$ cat src/rtl/uart_rx_fsm.sv
// 8N1 UART receiver with mid-bit sampling and a one-entry valid/ready holding register.
// Optional framing-error detection is enabled by defining UART_RX_FRAMING_ERR_EN.
module uart_rx_fsm #(
    parameter int CLKS_PER_BIT = 1
) (
    input  logic       CLK,
    input  logic       RST,
    input  logic       in,
    input  logic       rxReady,
    output logic [7:0] letter_out,
    output logic       rxValid,
    output logic       overrun,
    output logic       frameErr,
    output logic [1:0] o_dbg_state
);

    // Handshake: the held byte transfers on any posedge with rxValid=1 and rxReady=1;
    // rxValid stays high and letter_out stays stable until that edge.

    typedef enum logic [1:0] {
        S_IDLE  = 2'd0,
        S_START = 2'd1,
        S_DATA  = 2'd2,
        S_STOP  = 2'd3
    } state_t;

    localparam int          LP_HALF    = CLKS_PER_BIT / 2;
    localparam logic [15:0] LP_BIT_M1  = 16'(CLKS_PER_BIT - 1);
    localparam logic [15:0] LP_HALF_M1 = 16'((LP_HALF > 0) ? (LP_HALF - 1) : 0);

    state_t      r_state;
    logic        r_prev_in;
    logic [15:0] r_cnt;
    logic [2:0]  r_idx;
    logic [7:0]  r_shift;
    logic [7:0]  r_letter;
    logic        r_valid;
    logic        r_overrun;
`ifdef UART_RX_FRAMING_ERR_EN
    logic        r_frame_err;
`endif

    logic w_in;
    logic w_bit_tick;
    logic w_half_tick;
    logic w_start_edge;
    logic w_accept;
    logic w_free;

    // An idle transmitter floats the line; anything that is not a solid 0 reads as 1.
    assign w_in         = (in === 1'b0) ? 1'b0 : 1'b1;
    assign w_bit_tick   = (r_cnt == LP_BIT_M1);
    assign w_half_tick  = (r_cnt == LP_HALF_M1);
    assign w_start_edge = r_prev_in & ~w_in;
    assign w_accept     = r_valid & rxReady;
    assign w_free       = ~r_valid | rxReady;

    always_ff @(posedge CLK or negedge RST) begin
        if (!RST) begin
            r_state     <= S_IDLE;
            r_prev_in   <= 1'b0;
            r_cnt       <= 16'd0;
            r_idx       <= 3'd0;
            r_shift     <= 8'h00;
            r_letter    <= 8'h00;
            r_valid     <= 1'b0;
            r_overrun   <= 1'b0;
`ifdef UART_RX_FRAMING_ERR_EN
            r_frame_err <= 1'b0;
`endif
        end else begin
            r_prev_in <= w_in;
            r_overrun <= 1'b0;
`ifdef UART_RX_FRAMING_ERR_EN
            r_frame_err <= 1'b0;
`endif
            if (w_accept) begin
                r_valid <= 1'b0;
            end

            case (r_state)
                S_IDLE: begin
                    if (w_start_edge) begin
                        r_cnt <= 16'd0;
                        // With a zero half-bit wait the detecting edge is also the confirming edge.
                        if (LP_HALF == 0) begin
                            r_state <= S_DATA;
                            r_idx   <= 3'd0;
                        end else begin
                            r_state <= S_START;
                        end
                    end
                end

                S_START: begin
                    if (w_half_tick) begin
                        r_cnt <= 16'd0;
                        if (!w_in) begin
                            r_state <= S_DATA;
                            r_idx   <= 3'd0;
                        end else begin
                            r_state <= S_IDLE;
                        end
                    end else begin
                        r_cnt <= r_cnt + 16'd1;
                    end
                end

                S_DATA: begin
                    if (w_bit_tick) begin
                        r_cnt          <= 16'd0;
                        r_shift[r_idx] <= w_in;
                        if (r_idx == 3'd7) begin
                            r_state <= S_STOP;
                        end else begin
                            r_idx <= r_idx + 3'd1;
                        end
                    end else begin
                        r_cnt <= r_cnt + 16'd1;
                    end
                end

                S_STOP: begin
                    if (w_bit_tick) begin
                        r_cnt   <= 16'd0;
                        r_state <= S_IDLE;
`ifdef UART_RX_FRAMING_ERR_EN
                        if (!w_in) begin
                            r_frame_err <= 1'b1;
                        end else if (w_free) begin
                            r_letter <= r_shift;
                            r_valid  <= 1'b1;
                        end else begin
                            r_overrun <= 1'b1;
                        end
`else
                        if (w_free) begin
                            r_letter <= r_shift;
                            r_valid  <= 1'b1;
                        end else begin
                            r_overrun <= 1'b1;
                        end
`endif
                    end else begin
                        r_cnt <= r_cnt + 16'd1;
                    end
                end

                default: begin
                    r_state <= S_IDLE;
                end
            endcase
        end
    end

    assign letter_out  = r_letter;
    assign rxValid     = r_valid;
    assign overrun     = r_overrun;
    assign o_dbg_state = r_state;
`ifdef UART_RX_FRAMING_ERR_EN
    assign frameErr    = r_frame_err;
`else
    assign frameErr    = 1'b0;
`endif

endmodule
$ cat config.mk
export PLATFORM = sky130hd
export DESIGN_NAME = uart_rx_fsm
export DESIGN_NICKNAME = d
export VERILOG_FILES = /design/src/rtl/uart_rx_fsm.sv
export SDC_FILE = /design/constraint.sdc
export NUM_CORES = 1
export LEC_CHECK = 0
export CAP_MARGIN = 20
export CORE_ASPECT_RATIO = 1.75
export CORE_MARGIN = 1
export CORE_UTILIZATION = 60
export CTS_CLUSTER_SIZE = 40
export DETAILED_ROUTE_END_ITERATION = 8
export DONT_BUFFER_PORTS = 1
export PLACE_DENSITY = 0.77
export SLEW_MARGIN = 0
export SYNTH_ARGS = -nofsm -noshare
export SYNTH_HDL_FRONTEND = slang
export SYNTH_SLANG_ARGS = --single-unit
$ cat constraint.sdc
create_clock -name CLK -period 2.3 [get_ports CLK]
set_input_delay 0.46 -clock CLK [delete_from_list [all_inputs] [get_ports CLK]]
set_output_delay 0.46 -clock CLK [all_outputs]
set_load 0.03 [all_outputs]
## Word level (Yosys, flattened, before mapping)

Cells that the tools add are included.

| operators by class | value |
|---|---|
| equal/unequal tests | 12 |
| muxes and demuxes | 27 |
| $lt $le $gt $ge | 2 |
| reduce and logical (&&, ||, !) cells | 9 |
| bitwise logic cells | 4 |
| add/sub/neg operators | 2 |

Operators with widths:

| operator | number |
|---|---|
| two-way mux 16 bit | 2 |
| case mux 16 bit (2 select lines) | 1 |
| adder 16 x 1 -> 16 bit, second input constant | 1 |
| zero test 16 bit | 1 |
| two-way mux 3 bit | 5 |
| inequality test 2 bit, second input constant | 7 |
| two-way mux 2 bit | 6 |
| two-way mux 1 bit | 9 |
| case mux 3 bit (3 select lines) | 1 |
| bitwise mux 8 bit | 1 |
| case mux 2 bit (4 select lines) | 1 |
| AND reduction 6 bit | 1 |
| AND reduction 5 bit | 1 |
| equality test 2 bit, second input constant | 2 |
| < comparator 3 x 4 -> 1 bit, second input constant | 1 |
| adder 3 x 1 -> 3 bit, second input constant | 1 |
| demux 1 bit (select 3 bit) | 1 |
| equality test 3 bit, second input constant | 1 |
| >= comparator 3 x 1 -> 1 bit, second input constant | 1 |
| AND reduction 3 bit | 1 |
| nonzero test 3 bit | 1 |
| OR reduction 3 bit | 1 |
| bitwise AND 1 bit | 2 |
| equality test 2 x 1 -> 1 bit, second input constant | 1 |
| 6 further kinds | 6 |

| storage, ports and cells | value |
|---|---|
| word-level logic and storage cells | 64 |
| register bits after elaboration | 40 |

## Longest topological paths before layout

Gate-level depths: netlist (run 1).

| depth | value |
|---|---|
| depth after elaboration | 5 |
| gate-level depth with buffers | 7 |
| mapped depth without buffers | 6 |

## Worst setup path before layout (run 1)

Ideal clock, no wire load.

| timing | value |
|---|---|
| kind | reg2reg |
| from | register r_state[1], in the netlist o_dbg_state[1] |
| to | register r_shift[2] |
| path buffers | 2 |
| stages on the path, launching flop included | 7 |
| clock period less this slack | 1.889 ns |
| data required time | 2.175 ns |
| slack | 0.411 ns |
| data arrival time | 1.764 ns |
| cells stage by stage | dfrtp_1 -> buf_4 -> nor2b_1 -> clkbuf_1 -> nand2_1 -> nor4_1 -> mux2_2 |

| on the way | value |
|---|---|
| longest elaborated chain between the ends | 2 |

Ends and longest elaborated chain:

| item | RTL line | text |
|---|---|---|
| start, declared | 31 | `state_t r_state;` |
| start signal, assigned | 60 | `r_state <= S_IDLE;` |
| start signal, assigned | 87 | `r_state <= S_DATA;` |
| start signal, assigned | 90 | `r_state <= S_START;` |
| equality test 2 bit | 81 | `case (r_state)` |
| AND reduction 2 bit (no line) | -- |  |
| end signal, assigned by index | 112 | `r_shift[r_idx] <= w_in;` |
| end, declared | 35 | `logic [7:0] r_shift;` |

Every way passes these cells.
A chain may end at the register's enable or synchronous reset.

## Worst setup path after layout (run 1)

| timing | value |
|---|---|
| from | register r_cnt[0] |
| to | register r_shift[7] |

| on the way | value |
|---|---|
| longest elaborated chain between the ends | 2 |

Ends and longest elaborated chain:

| item | RTL line | text |
|---|---|---|
| start, declared | 33 | `logic [15:0] r_cnt;` |
| start signal, assigned | 105 | `r_cnt <= r_cnt + 16'd1;` |
| start signal, assigned | 119 | `r_cnt <= r_cnt + 16'd1;` |
| start signal, assigned | 145 | `r_cnt <= r_cnt + 16'd1;` |
| zero test 16 bit | 52 | `assign w_bit_tick = (r_cnt == LP_BIT_M1);` |
| AND reduction 2 bit (no line) | -- |  |

Every way passes these cells.

==> results.md, run 1 <==
* Status: finished clean
* Internal power at 1040 µW
* Final slew viol count at 0
* Worst endpoint data arrival time at 2.33 ns
* Drt total wl at 4580 µm
* # IOs at 17
* Fin crit period at 2.14 ns
* Commonest cells post-synth: 40 x dfrtp_1, 15 x mux2_2, 12 x a31oi_1, 12 x nand2_1
* Post-place instance area at 0.00217 mm²
* CP Buf/Inv Count at 2
* HP Start: in
* Syn Std Cell Area at 0.00214 mm²
* Core area at 0.00340 mm²
* Unrepaired setup endpoints after global routing: no
* Share of layout cells above drive strength 1 at 0.216
* Post-DP HPWL at 3310 µm
* Max Freq at 467 MHz
* # rows at 28
* Post-CTS Setup Bufs at 0
* Power share of the sequential group at 0.537
* M1 GR Usage at 0.312
* Finished Layout Cells at 249
* Post-route antenna net violation count at 0
* # setup viols final at 0
* IO buf count at 0
* Via count at 1,620
* Worst Setup SP: r_cnt[0]$_DFFE_PN0N_
* Net count reported at finish at 211
* Mapped Cells at 199
* Crit. End Element: flop
* Post-Syn Area per Cell at 10.7 µm²
* #FFs+latches synth at 40
* Reg-to-Reg End: r_shift[7]$_DFFE_PN0P_
* Combinational share of power at 0.018
* Ant. Diodes at 0
* Clk slew on worst S/H paths at 0.08 ns
* Cell count along the critical path at 7
* First-pass GRT wire length at 7470 µm
* Final Hold Fails at 0
* Final worst-path cycle share at 0.931
* Top cells by area, synth: dfrtp_1 47%, mux2_2 7.9%, a31oi_1 3.5%
* TritonCTS Buffers at 5
* Power per cell area at 567 mW/mm²
* Hold Crit Class: in2reg
* Clock power frac at 0.446
* M3 GR Usage at 0.0511
* R2R Setup Slk at 0.16 ns
* Die width at 47.1 µm
* Synthesized Nets at 207
* Seq/Total Area, Yosys at 0.468
* EDFF count, synth at 0
* Initial Util at 0.629
* CP Class: reg2reg
* Critical path's slowest cell: dfrtp_1
* Hold Path Stages at 0
* Peak supply drop at 0.514 mV
* CTS Root Cell: clkbuf_8
* DRC at 0
* Sw Ratio at 0.211
* Worst Reg-to-Reg Cells at 7
* Startpoint types: flop
* Final Cell Area at 0.00232 mm²
* FF-to-FF Start: r_cnt[0]$_DFFE_PN0N_
* Worst-Margin Slew at 0.690 ns
* DRT iter0 DRCs at 62
* Worst endpoint required time at 2.48 ns
* Synth area leader: dfrtp_1
* Max-slew headroom at 0.537
* Worst-path fanout max at 11
* TritonCTS clock tree: built
* Async SR Flop Fraction at 1.00
* Initial antenna violation count at 0
* Top_reg_cell synth: dfrtp_1
* Clock Latency Late Sink at 0.29 ns
* Most common cell in the synthesized netlist: dfrtp_1
* Synth warn at 0
* Gr usage total at 0.280
* Final Skew at 0.00264 ns
* Gr busiest metal: met2
* Area growth, synth to finish at 8.55%
* First-pass DRT Iterations at 4
* Crit-path cells: inv_1 -> ha_1 -> nor4b_4 -> nand4_1 -> buf_4 -> nor3_1 -> mux2_2
* Dpl cells at 239
* Die height at 81.0 µm
* Vias in the first global route at 1,587
* Clock buffer depth at 2
* Slowest stage delay, CP at 0.43 ns
* Largest net degree at the start of global routing at 41
* Synth top area share at 0.468
* Setup crit end: r_shift[7]$_DFFE_PN0P_
* Total clock sinks at 40
* Number of vias per cell at 6.51
* CTS H-tree depth at 2
* Max-cap viol count at 0
* Psw at 278 µW
* Leak pwr at 0.00103 µW
* Delay-heaviest family, CP: simple AND/OR/NAND/NOR gates
* Gpl congestion at 0.837
* Yosys cell types at 48
* M2 GR Usage at 0.482
* Die area at 0.00381 mm²
* Total negative setup slack at 0 ns
* Avg WL per Cell at 18.4 µm
* Grt total ovfl at 0
## power by group through the flow
stage / registers (µW) / logic, µW / clock network, µW
floorplan: 719 / 7.46 / 0
global placement: 720 / 4.64 / 0
detailed placement: 720 / 4.80 / 0
CTS: 706 / 22.4 / 598
global route: 706 / 27.3 / 627
finish: 706 / 23.3 / 586
## sequential cells by signal, summed over array words and instances, names as in the netlist
name         cells
r_prev_in        1
r_shift          8
r_cnt           16
overrun          1
rxValid          1
r_idx            3
letter_out       8
o_dbg_state      2
## cells in the final DEF (no fill, tap or decap), types with 5 or more instances in the layout
cell,count
a31oi_1,12
buf_4,6
clkbuf_8,5
dfrtp_1,40
inv_1,10
mux2_2,15
nand2_1,12
nand3_1,10
nand4_1,8
nor2_1,9
nor3_1,5
o21ai_0,10
## logic make-up after synthesis
group,share of synthesized area
other,0.00175
multiplexers,0.0931
AND/OR/NAND/NOR,0.207
buffers and inverters,0.0503
AO/OA/AOI/OAI,0.143
XOR/XNOR,0.0123
adder cells (fa/ha/maj),0.0234
flip-flops,0.468
## per-layer routing
metal | share of wire | vias up | routed length (µm)
met2 | 0.56 | 50 | 2570
met5 | 0 | - | 0
met1 | 0.37 | 813 | 1720
met4 | 0.031 | 0 | 140
met3 | 0.033 | 10 | 150
li1 | - | 747 | -
## how the worst min path moves through the flow
stage | to | slack (ns)
3_5_place_dp | r_cnt[4]$_DFFE_PN0N_ | 0.17
6_report | r_prev_in$_DFF_PN0_ | 0.19
2_1_floorplan | letter_out[0]$_DFFE_PN0P_ | 0.16
4_1_cts | r_cnt[4]$_DFFE_PN0N_ | 0.0007
3_3_place_gp | r_cnt[4]$_DFFE_PN0N_ | 0.17
5_1_grt | r_prev_in$_DFF_PN0_ | 0.18
## cell type report
cell class	instances	area, µm²
Multi-Input combinational cell	138	1030
Tap cell	45	56.3
Clock buffer	5	68.8
Timing Repair Buffer	8	75.1
Sequential cell	40	1000
Clock inverter	3	46.3
Fill cell	255	1080
Inverter	10	37.5
## per-stage QoR
stage          utilization  setup WS, ns  power (µW)  hold slack, ns
2_1_floorplan            -         0.411         727           0.164
3_3_place_gp         0.638         0.179         725           0.165
3_5_place_dp         0.638        0.0978         725           0.165
4_1_cts              0.678        0.0830        1330        0.000739
5_1_grt              0.683        0.0517        1360           0.175
6_report             0.683         0.159        1310           0.189
## what timing repair did
item | CTS | global route
setup endpoints to repair | 0 | 1
hold buffers | 1 | 1
gates resized for setup | 0 | 1
endpoints found under the hold margin | 40 | 1
No activity file was read; power rests on OpenSTA's default activity.
==> run 2: changes to the inputs <==
--- a/config.mk
+++ b/config.mk
@@ -7,7 +7,6 @@
 export LEC_CHECK = 0
 export CAP_MARGIN = 20
 export CORE_ASPECT_RATIO = 1.75
-export CORE_MARGIN = 1
 export CORE_UTILIZATION = 60
 export CTS_CLUSTER_SIZE = 40
 export DETAILED_ROUTE_END_ITERATION = 8
==> results of run 2 <==
Final layout, timing and power as in run 1 (identical DEF).
==> run 3: changes to the inputs <==
--- a/config.mk
+++ b/config.mk
@@ -7,11 +7,11 @@
 export LEC_CHECK = 0
 export CAP_MARGIN = 20
 export CORE_ASPECT_RATIO = 1.75
-export CORE_UTILIZATION = 60
+export CORE_UTILIZATION = 62
 export CTS_CLUSTER_SIZE = 40
 export DETAILED_ROUTE_END_ITERATION = 8
 export DONT_BUFFER_PORTS = 1
-export PLACE_DENSITY = 0.77
+export PLACE_DENSITY = 0.79
 export SLEW_MARGIN = 0
 export SYNTH_ARGS = -nofsm -noshare
 export SYNTH_HDL_FRONTEND = slang
==> results.md, run 3 (synthesis gave the netlist of run 1 again) <==
* Clock buffer depth at 2
* Final Skew at 0.00356 ns
* Final Hold Fails at 4
* Place WS at 0.238 ns
* Startpoint types: flop
* Final slew viol count at 0
* Share of layout cells above drive strength 1 at 0.208
* Power per cell area at 588 mW/mm²
* First-pass GRT wire length at 7290 µm
* Max-cap viol count at 0
* Failing checks: negative hold slack
* Post-DP HPWL at 3140 µm
* Max-slew headroom at 0.530
* Most frequent cells in the layout: 40 x dfrtp_1, 15 x mux2_2, 12 x nand2_1, 12 x a31oi_1
* Setup ws final at 0.247 ns
* Status: finished with violations
* CP Class: reg2reg
* Post-cts resize count at 0
* Net count reported at finish at 209
* CTS Root Cell: clkbuf_8
* Total negative setup slack at 0 ns
* First-pass DRT Iterations at 4
* Final worst-path cycle share at 0.893
* Worst-Margin Slew at 0.701 ns
* Peak supply drop at 0.596 mV
* Number of vias per cell at 6.42
* Register name with the most flops: r_cnt
* Clock Latency Late Sink at 0.29 ns
* Number of flip-flops in the largest register at 16
* Commonest non-fill, non-tap cell in the layout: dfrtp_1
* Hold Crit Class: in2async
* Total clock sinks at 40
* Die height at 79.7 µm
* Post-place instance area at 0.00216 mm²
* Core area at 0.00321 mm²
* CTS H-tree depth at 2
* Via count at 1,573
* Overall Power at 1350 µW
* TritonCTS clock tree: built
* Fin crit period at 2.05 ns
* Leak pwr at 0.00103 µW
* Initial Util at 0.666
* Post-route antenna net violation count at 0
* Vias in the first global route at 1,552
* Unrepaired setup endpoints after global routing: no
* WHS at -0.000661 ns
* DRC at 0
* Area growth, synth to finish at 7.85%
* Worst endpoint required time at 2.48 ns
* Clk slew on worst S/H paths at 0.08 ns
* Initial antenna violation count at 0
* Gpl congestion at 0.862
* Worst-path fanout max at 11
* Final Cell Area at 0.00230 mm²
* Gr usage total at 0.272
* Max Freq at 487 MHz
* # rows at 27
* # IOs at 17
* IO buf count at 0
* Drt total wl at 4340 µm
* Worst endpoint data arrival time at 2.24 ns
* # fillers at 228
* Storage cell area at 0.00100 mm²
* Crit. End Element: flop
* Avg WL per Cell at 17.7 µm
* Die width at 46.4 µm
* Largest net degree at the start of global routing at 41
* DRT iter0 DRCs at 69
* Ant. Diodes at 0
* TritonCTS Buffers at 5
* Die area at 0.00369 mm²
* Multi-input logic area at 0.00103 mm²
* # setup viols final at 0
* Grt total ovfl at 0
==> run 3: cell count changes in the layout (fill, tap and decap cells not counted) <==
| cell | before | now |
|---|---|---|
| buf_4 | 6 | 5 |
| nor4_1 | 2 | 3 |
| clkbuf_8 | 5 | 7 |
| clkinvlp_4 | 1 | 0 |
| nor4_2 | 4 | 3 |
| inv_6 | 1 | 0 |
| dlygate4sd3_1 | 1 | 0 |
==> run 3: worst max-delay path, cell delays in order, from the launching register on <==
cell     delay (ns)
dfrtp_1        0.42
inv_1          0.10
ha_1           0.15
nor4b_4        0.28
nand4_1        0.13
buf_4          0.20
nor4_1         0.28
mux2_2         0.38
==> run 3: timing repair <==
action	4_1_cts	5_1_grt
setup buffers	0	0
endpoints found under the hold margin	40	0
hold buffers	1	0
==> run 3: final timing paths <==
kind	start	end	slack (ns)	cells past startpoint
worst max-delay path	r_cnt[0]$_DFFE_PN0N_	r_shift[2]$_DFFE_PN0P_	0.25	7
worst min-delay path	RST	letter_out[1]$_DFFE_PN0P_	-0.0007	1
worst max register to register	r_cnt[0]$_DFFE_PN0N_	r_shift[2]$_DFFE_PN0P_	0.25	7
worst min register to register	r_shift[4]$_DFFE_PN0P_	r_shift[4]$_DFFE_PN0P_	0.52	1
max in group asynchronous	RST	r_cnt[14]$_DFFE_PN0N_	2.11	1
min in group CLK	in	r_prev_in$_DFF_PN0_	0.19	0
==> run 3: through the flow <==
stage	std cells	utilization	hold slack [ns]
after floorplan	199	-	0.164
after global placement	236	0.673	0.165
after detailed placement	236	0.673	0.165
after CTS	245	0.718	0.00260
after global routing	245	0.718	0.000463
final	245	0.718	-0.000661
==> run 3: layout make-up <==
type / count / share of cell area
multi-input cells: 138 / 0.446
repair buffers: 6 / 0.0250
clock buffers: 7 / 0.0418
flip-flops and latches: 40 / 0.434
clock inverters: 1 / 0.0130
well taps: 43 / 0.0233
inverters: 10 / 0.0163
==> run 3: layer usage <==
| layer | track usage | routed length (µm) | up-vias |
|---|---|---|---|
| li1 | - | - | 747 |
| met1 | 0.318 | 1730 | 784 |
| met2 | 0.465 | 2400 | 33 |
| met3 | 0.0407 | 110 | 9 |
| met4 | 0.115 | 97 | 0 |
| met5 | 0 | 0 | - |
==> run 3: power breakdown <==
group / total (µW) / internal [µW] / leakage (µW) / switching [µW]
Clock: 627 / 383 / 0.0000645 / 244
Combinational: 21.3 / 5.16 / 0.000474 / 16.1
Sequential: 706 / 704 / 0.000494 / 1.37
==> RTL edit 1, RTL diff (config.mk and constraints of run 3) <==
Add a define of `UART_RX_FRAMING_ERR_EN`.
--- a/src/rtl/uart_rx_fsm.sv
+++ b/src/rtl/uart_rx_fsm.sv
@@ -1,4 +1,6 @@
 // 8N1 UART receiver with mid-bit sampling and a one-entry valid/ready holding register.
 // Optional framing-error detection is enabled by defining UART_RX_FRAMING_ERR_EN.
+`define UART_RX_FRAMING_ERR_EN
+
 module uart_rx_fsm #(
     parameter int CLKS_PER_BIT = 1
Function: same outputs for any inputs over 10 cycles, from zero or initial values and one cycle with RST low; that may be too few to reach the edited logic, so the function may still have changed.
==> RTL edit 1 against run 3 <==
Sequential cell count rose by 1. Critical path type unchanged. Setup slack got worse by 83 ps. Final area rose by 4.2%. Area after synthesis rose by 2.2%. Wire length rose by 27%. Critical endpoint is now letter_out[2]$_DFFE_PN0P_. Sequential share of layout area fell by 0.72 points.
Power is not compared: it rests on default switching activity, and its combinational part moved more than twofold at a synthesized area within 25%.
==> RTL edit 1: results (changes against run 3) <==
Parameter                              Value

Synth
  Top cell types by occurrence after synthesis    41 x dfrtp_1, 16 x nand3_1, 14 x nand2_1, 11 x a31oi_1, 10 x o21ai_0
  Distinct cell type count of the synthesized netlist    44 (-8.3%)
  Seq/Total Area, Yosys    47.0% (+0.13 points)
  Yosys Warn Count    0 (unchanged)

GRT
  GRT Resource Usage Total    32.0% (+4.9 points)
  Maximum number of pins on one net before global-route repair    42 (+2.4%)
  Via count of the first global-routing pass    1766 (+14%)
  Global-route wire length before repair    8.54 mm (+17%)

Worst setup path
  Crit path arrival time    2330 ps (+90 ps)
  Largest fanout of any net on the critical path    10 (-1)
  Internal reg-to-reg setup slack    160 ps (-80 ps)
  FF-to-FF End    letter_out[2]$_DFFE_PN0P_

Cells and area
  NumNets Final    214 (+2.4%)
  Share of post-route cells with drive strength above 1    19.8% (-0.99 points)

STA
  Least-Margin Pin Slew    837 ps (+136 ps)
  Skew final    6.90 ps (+3.34 ps)
  Worst Hold Margin    183 ps (+184 ps)
  Highest Clock Rate    468 MHz (-3.9%)

Place
  Post-place instance area    2230 um2 (+3.5%)
  Number of instances in the placed design    242 (+2.5%)
  Global placer's final weighted congestion    0.883 (+2.4%)
  Sum of net half-perimeters after detailed placement    3.69 mm (+18%)
  Pre-CTS WS    188 ps (-49.4 ps)

Min path
  Hold Crit Class    in2reg

Routing
  Number of vias after detailed routing    1744 (+11%)
  Per-cell routed wire length    21.8 um (+23%)
  Drt total wl    5.49 mm (+27%)
  Number of violations reported at the end of detailed-routing iteration 0    98 (+42%)

Run status
  Result of the run    complete, no violations

Clock network
  Hold buffers post-CTS    2 (+1)
RTL edit 1: cell count changes after synthesis, moves of 5 or more:
cell,run 3,this run
mux2_4,2,8
and3_1,0,5
mux2_2,15,8
clkbuf_1,4,9
nand3_1,10,16
RTL edit 1: cell families (layout without fill, tap and decap cells):
family / count (synthesis) / after routing / synth area share (%)
adder cells (fa/ha/maj): 4 / 4 / 2.29
multiplexers: 17 / 17 / 10.1
buffers and inverters: 22 / 27 / 4.58
AND/OR/NAND/NOR: 77 / 77 / 23.0
AO/OA/AOI/OAI: 37 / 37 / 11.5
flip-flops: 41 / 41 / 47.0
XOR/XNOR: 4 / 4 / 1.60
RTL edit 1: power groups by stage:
| stage | registers [mW] | clock network, mW | logic [mW] |
|---|---|---|---|
| floorplan | 1.02 | 0 | 0.380 |
| global placement | 1.05 | 0 | 0.457 |
| CTS | 1.05 | 0.716 | 0.511 |
| global route | 1.07 | 0.739 | 0.568 |
| detailed placement | 1.06 | 0 | 0.483 |
| finish | 1.06 | 0.714 | 0.520 |
RTL edit 1: per-layer routing:
| layer | GRT usage (%) | up-vias | wire length [um] |
|---|---|---|---|
| met5 | 0 | - | 0 |
| met4 | 19.1 | 0 | 180 |
| met3 | 7.19 | 23 | 256 |
| met2 | 54.2 | 83 | 3090 |
| met1 | 34.1 | 871 | 1960 |
| li1 | - | 767 | - |
RTL edit 1: cell type report:
cell class | count | area (um2)
Tap cell | 45 | 56.3
Clock inverter | 3 | 68.8
Sequential cell | 41 | 1030
Inverter | 9 | 33.8
Fill cell | 249 | 961
Timing Repair Buffer | 10 | 90.1
Clock buffer | 5 | 68.8
Multi-Input combinational cell | 139 | 1060
==> RTL edit 2, RTL diff (settings of run 3) <==
Without the edit above. Reset style: synchronous (`RST`), changed in one clocked block.
--- a/src/rtl/uart_rx_fsm.sv
+++ b/src/rtl/uart_rx_fsm.sv
@@ -56,5 +56,5 @@
     assign w_free       = ~r_valid | rxReady;
 
-    always_ff @(posedge CLK or negedge RST) begin
+    always_ff @(posedge CLK) begin
         if (!RST) begin
             r_state     <= S_IDLE;
Function: differs if RST is asserted again (counterexample within 4 cycles, from zero or initial values and one cycle with RST low); with RST held inactive, the same outputs for 10 cycles.
==> RTL edit 2 against run 3 <==
Total power fell by 10%. Wire length fell by 1.5%. Combinational power rose by 59%. Setup slack got worse by 230 ps. Hold slack improved by 290 ps. Clock power fell by 23%. Maximum frequency fell by 10%. First-iteration DRC count fell by 13%. Final area fell by 7.8%. Area after synthesis fell by 11%. Sequential cell count did not move. Critical path type unchanged. Critical endpoint is now r_cnt[12]$_SDFFE_PN0P_. Largest cell class unchanged.
==> RTL edit 2: results (changes against run 3) <==
Parameter                              Value

Synth
  Cells taking the most area after synthesis    dfxtp_1 42%, mux2i_1 8.4%, o21ai_0 6.8%
  Multiplexer fraction of the synthesized cell area    8.40% (-0.91 points)
  Number of standard cells after synthesis    223 (+12%)
  Fraction of the mapped netlist area in adder cells    2.62% (+0.28 points)
  Asr flop ratio synth    0% (-100 points)

Pwr
  Switching part of the total    24.3% (+5.0 points)
  Power of the clock network    0.481 mW (-23%)
  P_seq    0.700 mW (-0.8%)
  IR drop worst, VDD    414 uV (-31%)

Place
  Number of instances in the placed design    253 (+7.2%)
  Sum of net half-perimeters after detailed placement    3.01 mm (-4.1%)
  Global placer's final weighted congestion    0.867 (+0.58%)
  Pre-CTS WS    -52.1 ps (-290 ps)

Cells and area
  Area of all placed cells without fillers    2130 um2 (-7.8%)
  Clock-cell share of area    4.36% (-1.1 points)
  Layout fillers    218 (-4.4%)
  Non-clock buffer share of cell area    5.30% (+2.8 points)
  Multi-input combinational cell count    167 (+21%)
  NumNets Final    242 (+16%)
  Area of combinational cells with multiple inputs    1060 um2 (+3.3%)
  Sequential cell count    40 (unchanged)

STA
  Hold violation count in the final report    0 (-4)
  Skew final    9.20 ps (+5.64 ps)

GRT
  Met2 track demand over resource in global routing    52.7% (+6.2 points)
  Global-route wire length before repair    6.89 mm (-5.4%)
  GRT Resource Usage Total    28.5% (+1.4 points)

Routing
  Sum of met3 wire segment lengths after detailed routing    161 um (+46%)
  Routed metal-1 wirelength    1.58 mm (-8.3%)
  Average vias per placed instance    6.42 (about the same)

Run status
  Result of the run    complete, no violations
-- RTL edit 2: worst max-delay path by stage --
stage                                      from                       to  slack (ps)  cells past startpoint
final                     r_cnt[0]$_SDFFE_PN0P_   r_cnt[12]$_SDFFE_PN0P_          20                      7
after global placement    r_cnt[0]$_SDFFE_PN0P_  r_shift[5]$_SDFFE_PN0P_          50                      7
after CTS                 r_cnt[0]$_SDFFE_PN0P_  r_shift[7]$_SDFFE_PN0P_           5                      7
after floorplan           r_cnt[0]$_SDFFE_PN0P_  r_shift[5]$_SDFFE_PN0P_          80                      7
after global routing      r_cnt[0]$_SDFFE_PN0P_    r_idx[1]$_SDFFE_PN0P_         -50                      7
after detailed placement  r_cnt[0]$_SDFFE_PN0P_  r_shift[5]$_SDFFE_PN0P_         -50                      7
-- RTL edit 2: critical path, stage by stage, from the launching register on --
cell and delay (ps):
dfxtp_1 320, inv_1 70, ha_1 140, or4b_4 510, or4_4 600, and2_2 280
nand3_1 150, o21ai_0 90
